==> config.mk <==
export PLATFORM = sky130hd
export DESIGN_NAME = wb_trace_fifo_flat
export DESIGN_NICKNAME = d
export VERILOG_FILES = /design/src/rtl/wb_trace_fifo_if.sv /design/src/rtl/wb_trace_fifo.sv /design/src/flat_wrapper.sv
export SDC_FILE = /design/constraint.sdc
export NUM_CORES = 1
export LEC_CHECK = 0
export CELL_PAD_IN_SITES_DETAIL_PLACEMENT = 2
export CELL_PAD_IN_SITES_GLOBAL_PLACEMENT = 2
export CORE_UTILIZATION = 45
export DETAILED_ROUTE_END_ITERATION = 16
export HOLD_SLACK_MARGIN = 0.06
export PLACE_DENSITY_LB_ADDON = 0.1
export SETUP_SLACK_MARGIN = 0.5
export SLEW_MARGIN = 20
export SYNTH_ARGS = -nofsm -noshare
export SYNTH_HDL_FRONTEND = slang
export SYNTH_SLANG_ARGS = --single-unit
==> constraint.sdc <==
create_clock -name clock -period 11.06 [get_ports clock]
set_input_delay 2.212 -clock clock [delete_from_list [all_inputs] [get_ports clock]]
set_output_delay 2.212 -clock clock [all_outputs]
set_load 0.05 [all_outputs]
==> src/rtl/wb_trace_fifo_if.sv <==
// Regfile write-port tap plus trace drain handshake for wb_trace_fifo.
// slave  : the trace FIFO (consumes the write port, sources the drain port)
// master : processor/host side (drives the write port, consumes the drain port)
`timescale 1ns/1ps
interface wb_trace_fifo_if #(
   parameter int CYC_W = 10
) ();
   logic             ctrl_writeEnable;
   logic [4:0]       ctrl_writeReg;
   logic [31:0]      data_writeReg;
   logic             out_valid;
   logic             out_ready;
   logic [CYC_W-1:0] out_cycle;
   logic [4:0]       out_reg;
   logic [31:0]      out_data;

   modport slave (
      input  ctrl_writeEnable,
      input  ctrl_writeReg,
      input  data_writeReg,
      input  out_ready,
      output out_valid,
      output out_cycle,
      output out_reg,
      output out_data
   );

   modport master (
      output ctrl_writeEnable,
      output ctrl_writeReg,
      output data_writeReg,
      output out_ready,
      input  out_valid,
      input  out_cycle,
      input  out_reg,
      input  out_data
   );
endinterface

==> src/rtl/wb_trace_fifo.sv <==
// Register-write trace capture FIFO.
// Timestamps every write to a non-zero architectural register and queues it
// for a first-word-fall-through valid/ready drain. Writes arriving while the
// queue is full (and not being popped that cycle) are dropped and counted.
`timescale 1ns/1ps
module wb_trace_fifo #(
   parameter int DEPTH = 16,
   parameter int CYC_W = 10
) (
   input  logic                    clock,
   input  logic                    reset,
   input  logic                    capture_en,
   input  logic                    clear,
   wb_trace_fifo_if.slave          bus,
   output logic [$clog2(DEPTH):0]  count,
   output logic                    overflow,
   output logic [15:0]             drop_count,
   output logic [CYC_W-1:0]        cycle_count
);
   localparam int PTR_W = $clog2(DEPTH);
   localparam int CNT_W = PTR_W + 1;
   localparam int ENT_W = CYC_W + 5 + 32;
   localparam logic [CNT_W-1:0] FULL_C     = CNT_W'(DEPTH);
   localparam logic [CNT_W-1:0] ZERO_CNT_C = {CNT_W{1'b0}};
   localparam logic [PTR_W-1:0] ZERO_PTR_C = {PTR_W{1'b0}};
   localparam logic [15:0]      DROP_MAX_C = 16'hFFFF;

   // Entry layout: {timestamp, register number, data}
   logic [ENT_W-1:0] mem_q [DEPTH];

   logic [PTR_W-1:0] wr_ptr_q, wr_ptr_d;
   logic [PTR_W-1:0] rd_ptr_q, rd_ptr_d;
   logic [CNT_W-1:0] count_q, count_d;
   logic             overflow_q, overflow_d;
   logic [15:0]      drop_q, drop_d;
   logic [CYC_W-1:0] cyc_q, cyc_d;

   logic             push_s;
   logic             pop_s;
   logic             accept_s;
   logic             drop_s;
   logic             write_mem_s;
   logic [ENT_W-1:0] head_s;
   logic [ENT_W-1:0] entry_s;

   // A write qualifies only when capturing and the target is not r0.
   assign push_s      = capture_en & bus.ctrl_writeEnable & (bus.ctrl_writeReg != 5'd0);
   // Pop depends only on registered occupancy, never feeding back into outputs.
   assign pop_s       = (count_q != ZERO_CNT_C) & bus.out_ready;
   // A same-cycle pop frees a slot, so a full queue can still accept.
   assign accept_s    = push_s & ((count_q != FULL_C) | pop_s);
   assign drop_s      = push_s & ~accept_s;
   assign write_mem_s = accept_s & ~clear;
   assign entry_s     = {cyc_q, bus.ctrl_writeReg, bus.data_writeReg};

   // Next-state computation for pointers, occupancy, overflow and counters.
   always_comb begin
      wr_ptr_d   = wr_ptr_q;
      rd_ptr_d   = rd_ptr_q;
      count_d    = count_q;
      overflow_d = overflow_q;
      drop_d     = drop_q;
      cyc_d      = cyc_q;
      if (clear) begin
         wr_ptr_d   = ZERO_PTR_C;
         rd_ptr_d   = ZERO_PTR_C;
         count_d    = ZERO_CNT_C;
         overflow_d = 1'b0;
         drop_d     = 16'd0;
         cyc_d      = {CYC_W{1'b0}};
      end else begin
         if (accept_s) begin
            wr_ptr_d = wr_ptr_q + PTR_W'(1);
         end else begin
            wr_ptr_d = wr_ptr_q;
         end
         if (pop_s) begin
            rd_ptr_d = rd_ptr_q + PTR_W'(1);
         end else begin
            rd_ptr_d = rd_ptr_q;
         end
         case ({accept_s, pop_s})
            2'b10:   count_d = count_q + CNT_W'(1);
            2'b01:   count_d = count_q - CNT_W'(1);
            default: count_d = count_q;
         endcase
         if (drop_s) begin
            overflow_d = 1'b1;
            if (drop_q != DROP_MAX_C) begin
               drop_d = drop_q + 16'd1;
            end else begin
               drop_d = drop_q;
            end
         end else begin
            overflow_d = overflow_q;
            drop_d     = drop_q;
         end
         cyc_d = cyc_q + CYC_W'(1);
      end
   end

   // Control and status registers with asynchronous active-low reset.
   always_ff @(posedge clock or negedge reset) begin
      if (!reset) begin
         wr_ptr_q   <= ZERO_PTR_C;
         rd_ptr_q   <= ZERO_PTR_C;
         count_q    <= ZERO_CNT_C;
         overflow_q <= 1'b0;
         drop_q     <= 16'd0;
         cyc_q      <= {CYC_W{1'b0}};
      end else begin
         wr_ptr_q   <= wr_ptr_d;
         rd_ptr_q   <= rd_ptr_d;
         count_q    <= count_d;
         overflow_q <= overflow_d;
         drop_q     <= drop_d;
         cyc_q      <= cyc_d;
      end
   end

   // Trace storage; contents are don't-care until pointed at by a valid head.
   always_ff @(posedge clock) begin
      if (write_mem_s) begin
         mem_q[wr_ptr_q] <= entry_s;
      end
   end

   // Head slot drives the drain port directly (fall-through).
   assign head_s        = mem_q[rd_ptr_q];
   assign bus.out_valid = (count_q != ZERO_CNT_C);
   assign bus.out_cycle = head_s[ENT_W-1 -: CYC_W];
   assign bus.out_reg   = head_s[36:32];
   assign bus.out_data  = head_s[31:0];

   assign count       = count_q;
   assign overflow    = overflow_q;
   assign drop_count  = drop_q;
   assign cycle_count = cyc_q;
endmodule

==> src/flat_wrapper.sv <==
// flat-port wrapper written by rule: the top's interface ports become plain ports
module wb_trace_fifo_flat 
#(
   parameter int DEPTH = 16,
   parameter int CYC_W = 10
)
  (clock, reset, capture_en, clear, count, overflow, drop_count, cycle_count, bus_ctrl_writeEnable, bus_ctrl_writeReg, bus_data_writeReg, bus_out_ready, bus_out_valid, bus_out_cycle, bus_out_reg, bus_out_data);
  wb_trace_fifo_if #(.CYC_W(CYC_W)) bus_i ();
  input  logic clock;
  input  logic reset;
  input  logic capture_en;
  input  logic clear;
  output logic [$clog2(DEPTH):0] count;
  output logic overflow;
  output logic [15:0] drop_count;
  output logic [CYC_W-1:0] cycle_count;
  input wire logic [$bits(bus_i.ctrl_writeEnable)-1:0] bus_ctrl_writeEnable;
  input wire logic [$bits(bus_i.ctrl_writeReg)-1:0] bus_ctrl_writeReg;
  input wire logic [$bits(bus_i.data_writeReg)-1:0] bus_data_writeReg;
  input wire logic [$bits(bus_i.out_ready)-1:0] bus_out_ready;
  output wire logic [$bits(bus_i.out_valid)-1:0] bus_out_valid;
  output wire logic [$bits(bus_i.out_cycle)-1:0] bus_out_cycle;
  output wire logic [$bits(bus_i.out_reg)-1:0] bus_out_reg;
  output wire logic [$bits(bus_i.out_data)-1:0] bus_out_data;
  assign bus_i.ctrl_writeEnable = bus_ctrl_writeEnable;
  assign bus_i.ctrl_writeReg = bus_ctrl_writeReg;
  assign bus_i.data_writeReg = bus_data_writeReg;
  assign bus_i.out_ready = bus_out_ready;
  assign bus_out_valid = bus_i.out_valid;
  assign bus_out_cycle = bus_i.out_cycle;
  assign bus_out_reg = bus_i.out_reg;
  assign bus_out_data = bus_i.out_data;
  wb_trace_fifo #(.DEPTH(DEPTH), .CYC_W(CYC_W)) u_core (.clock(clock), .reset(reset), .capture_en(capture_en), .clear(clear), .bus(bus_i), .count(count), .overflow(overflow), .drop_count(drop_count), .cycle_count(cycle_count));
endmodule
Word level (Yosys, flattened, before mapping) --
Memories as Yosys holds them, arrays and structs flattened. Cells that the tools add are included.
Storage, ports and cells: register bits 40, RAM bits 752, input bits 43, output and inout bits 80, word-level logic and storage cells 48, memories 1
Cells by class: add/subtract/negate cells 6, eq/ne operators 4, muxes and demuxes 14, bitwise operators 9, reductions and logical operators 8
Memories:
- u_core.mem_q | words 16, width 47, read ports 1, clocked after memory_dff 0, wr ports 1, RTL line wb_trace_fifo.sv:29 | logic [ENT_W-1:0] mem_q [DEPTH];
Operator list (number):
- 2-to-1 mux 16 bit | 3
- adder 16 x 1 -> 16 bit (second input constant) | 1
- 2-to-1 mux 4 bit | 4
- inequality test 16 bit (second input constant) | 1
- adder 10 x 1 -> 10 bit (second input constant) | 1
- 2-to-1 mux 10 bit | 1
- case mux 5 bit (2 select lines) | 1
- nonzero test 5 bit | 2
- adder 4 x 1 -> 4 bit (second input constant) | 2
- nonzero test 2 bit | 4
- bitwise AND 1 bit | 6
- adder 5 x 1 -> 5 bit (second input constant) | 1
- 2-to-1 mux 5 bit | 1
- inequality test 5 bit (second input constant) | 1
- subtractor 5 x 1 -> 5 bit (second input constant) | 1
- 2-to-1 mux 1 bit | 4
- nonzero test 3 bit | 1
- == test 2 x 1 -> 1 bit (second input constant) | 1
- == test 2 bit (second input constant) | 1
- inverter 1 bit | 2
- AND reduction 2 bit | 1
- OR 1 bit | 1

Depth between registers and ports, before layout --
Gate-level depths: netlist (run 1).
word-level depth 8, gate-level depth with buffers 10, gate-level depth less buffers 10

Worst setup path before layout (run 1) --
OpenSTA, ideal clock, no wires.
path type input port to flip-flop, start in bus_ctrl_writeReg[0], end mem u_core.mem_q[10][0] (netlist bit) (enable), library setup time 0.568 ns, data arrival time 7.223 ns, data required time 10.492 ns, path slack 3.269 ns, stages on the path 5, path buffers 1, path through or4_4 o211a_1 buf_6 nand3_1 nor4_1
On the way: word-level cells in the longest chain between the ends 6
RTL lines:
- from (decl) | RTL line flat_wrapper.sv:18 | input wire logic [$bits(bus_i.ctrl_writeReg)-1:0] bus_ctrl_writeReg;
- nonzero test 5 bit | RTL line wb_trace_fifo.sv:47 | assign push_s = capture_en & bus.ctrl_writeEnable & (bus.ctrl_writeReg != 5'd0);
- bitwise AND 1 bit | RTL line wb_trace_fifo.sv:47
- bitwise AND 1 bit | RTL line wb_trace_fifo.sv:51 | assign accept_s = push_s & ((count_q != FULL_C) | pop_s);
- bitwise AND 1 bit | RTL line wb_trace_fifo.sv:53 | assign write_mem_s = accept_s & ~clear;
- 2-to-1 mux 1 bit | RTL line wb_trace_fifo.sv:123 | if (write_mem_s) begin
- 2-to-1 mux 1 bit (implied by the code) | RTL line wb_trace_fifo.sv:124 | mem_q[wr_ptr_q] <= entry_s;
- to (decl) | RTL line wb_trace_fifo.sv:29
No other way between the ends.

Final worst setup path (run 1) --
start reg u_core.rd_ptr_q[1], end out bus_out_reg[3]
On the way: word-level cells in the longest chain between the ends 1
RTL lines:
- from (decl) | RTL line wb_trace_fifo.sv:32 | logic [PTR_W-1:0] rd_ptr_q, rd_ptr_d;
- from (signal assigned) | RTL line wb_trace_fifo.sv:113 | rd_ptr_q <= rd_ptr_d;
- memory (16 x 47 bit)
- to (decl) | RTL line flat_wrapper.sv:23 | output wire logic [$bits(bus_i.out_reg)-1:0] bus_out_reg;
No other way between the ends.

==> summary.txt, run 1 <==
Outcome
  – Status: finished clean

CTS
  – CTS Buffer Depth: 3
  – Clk sinks: 792
  – CTS tree: done
  – CTS Hold Buffers Added: 0
  – Post-CTS sizing: 0
  – Latest clock arrival within the worst-skew pair: 630 ps
  – Root Buffer: clkbuf_16
  – H-Tree Depth: 3
  – CTS Buf Count: 84
  – Clock Pin Slew Worst Setup and Hold Paths: 60 ps
  – Total setup buffers inserted after CTS: 0

Die
  – I/O pin count: 123
  – Floorplan core area: 66300 um2
  – Row count: 94
  – Height of the die: 262 um
  – Die area: 68600 um2
  – Die Span X: 262 um
  – Initial Util: 0.458

Final layout
  – Commonest non-fill, non-tap cell in the layout: edfxtp_1
  – Share of cells above drive strength 1: 0.265
  – Final instance area: 35400 um2
  – Most frequent cells in the layout: edfxtp_1, mux4_2, clkdlybuf4s50_1
  – Nets: 1522
  – P&R area growth vs syn: 16.4%

Global route
  – Global route total overflow: 0
  – Vias in the first global route: 16100
  – First-pass GRT wire length: 116000 um
  – Total track usage: 0.243
  – Initial antenna violation count: 2
  – Largest net degree at the start of global routing: 172

Detailed routing
  – Via Count: 14300
  – Final wirelength: 81200 um
  – Post-route ant nets: 0
  – Initial drt markers: 1147
  – WL/cell: 33.9 um
  – Drc violations: 0
  – Drt pass-1 iters: 5
  – DR vias/cell: 5.98

Timing
  – Final Cycle Share: 0.570
  – Worst clock skew: 26.6 ps
  – Final Hold Fails: 0
  – Min cycle time layout: 6300 ps
  – Fmax: 159 MHz
  – Worst-Margin Slew: 1140 ps
  – Slew margin rel.: 0.237
  – Final setup violation count: 0
  – Post-Route Setup TNS: 0 ps
  – Pins Over Slew Limit: 0
  – RSZ-0062 raised after global routing: false

Synthesis
  – Synth area leader: edfxtp_1
  – Post-synth EDFFs: 752
  – Area share of the largest cell type after synthesis: 0.743
  – Synthesized Nets: 1347
  – Syn Area/Cell: 23.5 um2
  – Synth Flop Type: edfxtp_1
  – Synth Register Bits: 792
  – Distinct cells, synth: 43
  – Cells after Synth: 1293
  – Asr flop ratio synth: 0.0505
  – Top post-synthesis cells by area: edfxtp_1, mux4_2, dfrtp_1
  – Total of warnings raised by yosys: 0
  – Mapped Area: 30400 um2
  – Sequential-to-total area share from yosys stat: 0.775

Worst setup path
  – Critical Path End Type: primary output
  – Crit-path most repeated cell: mux4_2
  – Max Fanout on Critical Path: 120
  – Slowest CP cell: clkdlybuf4s50_1
  – Worst EP required: 8850 ps
  – WP buf/inv: 3
  – R2R Setup Slk: 7500 ps
  – CP delay by family, top: buffers and inverters
  – CP arrival: 4090 ps
  – CP startpoint kind: flip-flop
  – Cell Chain, Critical Path: buf_12 -> buf_16 -> mux4_2 -> mux4_2 -> clkdlybuf4s50_1
  – CP peak stage delay: 840 ps
  – WS Path Type: reg -> out

Place
  – Routability cong.: 0.679
  – Number of port buffers: 122
  – DP Wirelength: 43600 um
  – Post-Place Cell Area: 32800 um2

Job
  – Maximum Capacitance Violations: 0

Worst hold path
  – Worst Hold Class: reg -> reg

Power and ir drop
  – Cell area power density: 212 nW/um2
  – Worst IR Drop VDD: 0.152 mV
  – Leakage: 10.9 nW
## cells in the mapped netlist, drive strengths merged (2+ instances only)
| cell type | number |
|---|---|
| nor3 | 7 |
| a21o | 5 |
| o21ai | 8 |
| and2 | 3 |
| nand3 | 19 |
| nor2b | 6 |
| nor2 | 31 |
| edfxtp | 752 |
| nor4 | 6 |
| o211ai | 3 |
| a21oi | 13 |
| buf | 21 |
| nand2 | 13 |
| or4 | 6 |
| o21a | 2 |
| mux2i | 5 |
| o31ai | 2 |
| mux4 | 235 |
| and4 | 2 |
| clkbuf | 40 |
| ha | 10 |
| inv | 12 |
| or3 | 9 |
| or3b | 2 |
| dfrtp | 40 |
| xnor2 | 6 |
| nand4 | 2 |
| and3 | 9 |
| xor2 | 12 |
| nand3b | 2 |
## worst min-delay path: cells and delay by family (launching register included)
family,cells,cell delay [ps]
flops,1,390
compound gates,2,140
## routing by layer
layer,vias up,part of all wire,track usage,wire length [um]
li1,5872,-,-,-
met1,7923,0.41,0.323,33400
met2,405,0.52,0.417,42400
met3,131,0.042,0.0389,3420
met4,0,0.024,0.0702,1970
met5,-,0,0,0
## flip-flops by register name, summed over array words and instances (netlist names)
register / cells
u_core.count: 5
u_core.cycle_count: 10
u_core.drop_count: 16
u_core.mem_q: 752
u_core.overflow: 1
u_core.rd_ptr_q: 4
u_core.wr_ptr_q: 4
## power breakdown
group	switching [mW]	internal, mW
logic	0.785	0.673
clock network	1.14	1.54
registers	0.0486	3.30
## kinds of logic after synthesis
family / after synthesis / synth area share
flip-flops: 792 / 0.775
adder cells (fa/ha/maj): 11 / 0.00477
AND/OR/NAND/NOR: 120 / 0.0209
buffers and inverters: 73 / 0.00983
XOR/XNOR: 18 / 0.00518
AO/OA/AOI/OAI: 38 / 0.00790
multiplexers: 241 / 0.176
## area by class of cell
type	count	area [um2]
fillers	5586	30900
flip-flops and latches	792	23600
multi-input cells	428	6620
clock buffers	122	2400
repair buffers	150	1470
well taps	864	1080
clock inverters	27	190
inverters	12	45.0
diodes	1	2.50
## final timing paths
check                                     startpoint               endpoint  depth (start not counted)
worst min-delay path            u_core.drop_count[4]   u_core.drop_count[4]                          2
worst max-delay path              u_core.rd_ptr_q[1]         bus_out_reg[3]                          5
min in group asynchronous                      reset  u_core.drop_count[10]                          1
max in group asynchronous                      reset     u_core.rd_ptr_q[1]                          1
worst min register to register  u_core.drop_count[4]   u_core.drop_count[4]                          2
worst max register to register       u_core.count[1]   u_core.mem_q[12][22]                          6
## stage by stage
stage          instances  hold slack (ps)   util  total power, mW  setup WS (ps)
4_1_cts             2394              580  0.533             7.59           4570
3_3_place_gp        2245              549  0.494             4.86           4910
2_1_floorplan       1293              556      -             4.46           3270
5_1_grt             2395              606  0.534             7.74           4590
6_report            2396              580  0.534             7.50           4760
3_5_place_dp        2245              556  0.494             4.90           4600
Power figures use the tool's default switching activity.
==> run 2: changes to the inputs <==
==> constraint.sdc (replaced) <==
create_clock -name clock -period 5.9 [get_ports clock]
set_input_delay 1.18 -clock clock [delete_from_list [all_inputs] [get_ports clock]]
set_output_delay 1.18 -clock clock [all_outputs]
set_load 0.05 [all_outputs]
==> run 2 against run 1 <==
  * Final area up 0.90%
  * Via count up 2.1%
  * Clock skew up 5.4 ps
  * Sequential cell count unchanged
  * Critical path depth down 1
  * First-iteration DRC count up 0.70%
  * Critical path type unchanged
  * Largest cell class unchanged
  * Largest power group unchanged
  * Highest routed layer is now met5
==> summary.txt, run 2 (same netlist as run 1, synthesis figures left out) <==
CTS
  – CTS Hold Buffers Added: 0 (unchanged)
  – Latest clock arrival within the worst-skew pair: 650 ps (+20 ps)
  – Clock Pin Slew Worst Setup and Hold Paths: 60 ps (about the same)
  – H-Tree Depth: 3 (unchanged)
  – Clk sinks: 792 (unchanged)
  – CTS Buf Count: 85 (+1.2%)
  – Total setup buffers inserted after CTS: 0 (unchanged)
  – Post-CTS sizing: 0 (unchanged)
  – CTS tree: done
  – CTS Buffer Depth: 3 (unchanged)
  – Root Buffer: clkbuf_16

Global route
  – Vias in the first global route: 16400 (+2.0%)
  – Total track usage: 0.248 (+0.00476)
  – Largest net degree at the start of global routing: 89 (-48%)
  – First-pass GRT wire length: 119000 um (+2.5%)
  – Initial antenna violation count: 4 (+2)
  – Global route total overflow: 0 (unchanged)

Place
  – DP Cell Count: 2254 (+0.40%)
  – Routability cong.: 0.733 (+8.0%)
  – DP Wirelength: 44400 um (+1.8%)
  – Number of port buffers: 122 (unchanged)

Timing
  – Final setup violation count: 0 (unchanged)
  – RSZ-0062 raised after global routing: false
  – Pins Over Slew Limit: 0 (unchanged)
  – Final hold slack: 512 ps (-68.3 ps)
  – Worst clock skew: 32.0 ps (+5.37 ps)
  – Min cycle time layout: 4920 ps
  – Final Cycle Share: 0.834
  – Worst-Margin Slew: 1040 ps (-104 ps)
  – Post-Route Setup TNS: 0 ps (unchanged)
  – Slew margin rel.: 0.306 (+0.0694)
  – Fmax: 203 MHz
  – Final Hold Fails: 0 (unchanged)

Detailed routing
  – Via Count: 14600 (+2.1%)
  – Drt pass-1 iters: 5 (unchanged)
  – Post-route ant nets: 0 (unchanged)
  – DR vias/cell: 6.08 (+1.6%)
  – Drc violations: 0 (unchanged)
  – Initial drt markers: 1155 (+0.70%)
  – WL/cell: 34.3 um (+1.1%)
  – Final wirelength: 82500 um (+1.6%)

Worst hold path
  – Worst Hold Class: reg -> reg

Final layout
  – Most frequent cells in the layout: edfxtp_1, mux4_2, clkdlybuf4s50_1
  – Max reg flops: 752 (unchanged)
  – Nets: 1531 (+0.59%)
  – Share of cells above drive strength 1: 0.270 (+0.00442)
  – Largest reg by FF count: u_core.mem_q
  – P&R area growth vs syn: 17.4%
  – Post-route insts no fill: 2408 (+0.50%)
  – Multi-input gate area: 6620 um2 (unchanged)
  – Sequential Area: 23600 um2 (unchanged)
  – Commonest non-fill, non-tap cell in the layout: edfxtp_1
  – Layout fillers: 5576 (-0.18%)

Worst setup path
  – Worst EP required: 4720 ps (-4130 ps)
  – Crit-path most repeated cell: mux4_2
  – CP peak stage delay: 750 ps (-90 ps)
  – Slowest CP cell: clkdlybuf4s50_1
  – CP startpoint kind: flip-flop
  – CP arrival: 3740 ps (-350 ps)
  – Cell Chain, Critical Path: buf_4 -> mux4_2 -> mux4_2 -> clkdlybuf4s50_1
  – WS Path Type: reg -> out
  – WP buf/inv: 2 (-1)
  – CP delay by family, top: buffers and inverters
  – Max Fanout on Critical Path: 22 (-82%)
  – Critical Path End Type: primary output

Power and ir drop
  – P_sw: 3.81 mW (+93%)
  – Worst IR Drop VDD: 0.236 mV (+55%)
  – Leakage: 11.1 nW (+1.2%)
  – Sequential Power Share: 0.437 (-0.010)
  – Clock share of power: 0.369 (+0.011)
  – Part of the power in combinational logic: 0.194 (about the same)
  – Switching Share: 0.265 (+0.00146)
  – P_int: 10.6 mW (+92%)
  – Cell area power density: 403 nW/um2 (+90%)

Die
  – Floorplan core area: 66300 um2 (unchanged)
  – Initial Util: 0.458 (unchanged)
  – I/O pin count: 123 (unchanged)
  – Die area: 68600 um2 (unchanged)
  – Height of the die: 262 um (unchanged)
  – Row count: 94 (unchanged)
  – Die Span X: 262 um (unchanged)

Job
  – Maximum Capacitance Violations: 0 (unchanged)

Outcome
  – Status: finished clean
## run 2: cell types whose count changed in the layout (fill, tap and decap cells not counted), moves of 2 or more
cell        change
buf_4           -2
buf_12         +12
clkbuf_16       +2
bufinv_16       +5
clkinv_1        +5
clkbuf_1        -3
clkinvlp_4      -2
clkbuf_8        -7
inv_6           +3
## run 2: worst min-delay path: cells and delay by family, from the launching register on
family | cells | cell delay [ps]
compound gates | 1 | 40
flops | 1 | 350
simple gates | 1 | 80
## run 2: cell type report
class / instances / share of cell area
well taps: 864 / 0.0303
multi-input cells: 428 / 0.185
diodes: 1 / 0.0000701
clock buffers: 114 / 0.0655
repair buffers: 158 / 0.0464
inverters: 12 / 0.00126
clock inverters: 39 / 0.0106
flip-flops and latches: 792 / 0.661
## run 2: power by group through the flow
stage | combinational [mW] | sequential (mW) | clock (mW)
after global routing | 2.96 | 6.29 | 5.59
after floorplan | 1.98 | 6.39 | 0
after detailed placement | 2.82 | 6.40 | 0
final | 2.79 | 6.28 | 5.31
after CTS | 2.84 | 6.29 | 5.42
after global placement | 2.77 | 6.40 | 0
## run 2: routing by layer
metal	track usage	vias to the layer above	part of all wire	wire length (um)
met4	0.0657	4	0.023	1870
met5	0	-	0.00035	29
met3	0.0352	119	0.037	3090
met1	0.333	8192	0.42	34500
li1	-	5898	-	-
met2	0.428	418	0.52	43100
## run 2: path summary, 6_finish.rpt
check	endpoint	slack, ps	start	cells past startpoint
setup / recovery	bus_out_reg[1]	980	u_core.rd_ptr_q[0]	4
hold / removal	u_core.overflow	510	u_core.overflow	2
setup reg to reg	u_core.count[4]	2740	u_core.count[1]	10
hold reg to reg	u_core.overflow	510	u_core.overflow	2
max in group asynchronous	u_core.rd_ptr_q[0]	4870	reset	1
min in group asynchronous	u_core.drop_count[8]	570	reset	1
## run 2: stage by stage
stage	area (um2)	util	setup slack [ps]	total power, mW
2_1_floorplan	30400	-	-859	8.37
3_3_place_gp	33000	0.497	1260	9.17
3_5_place_dp	33000	0.497	988	9.23
4_1_cts	35700	0.538	903	14.6
5_1_grt	35700	0.538	839	14.8
6_report	35700	0.538	981	14.4
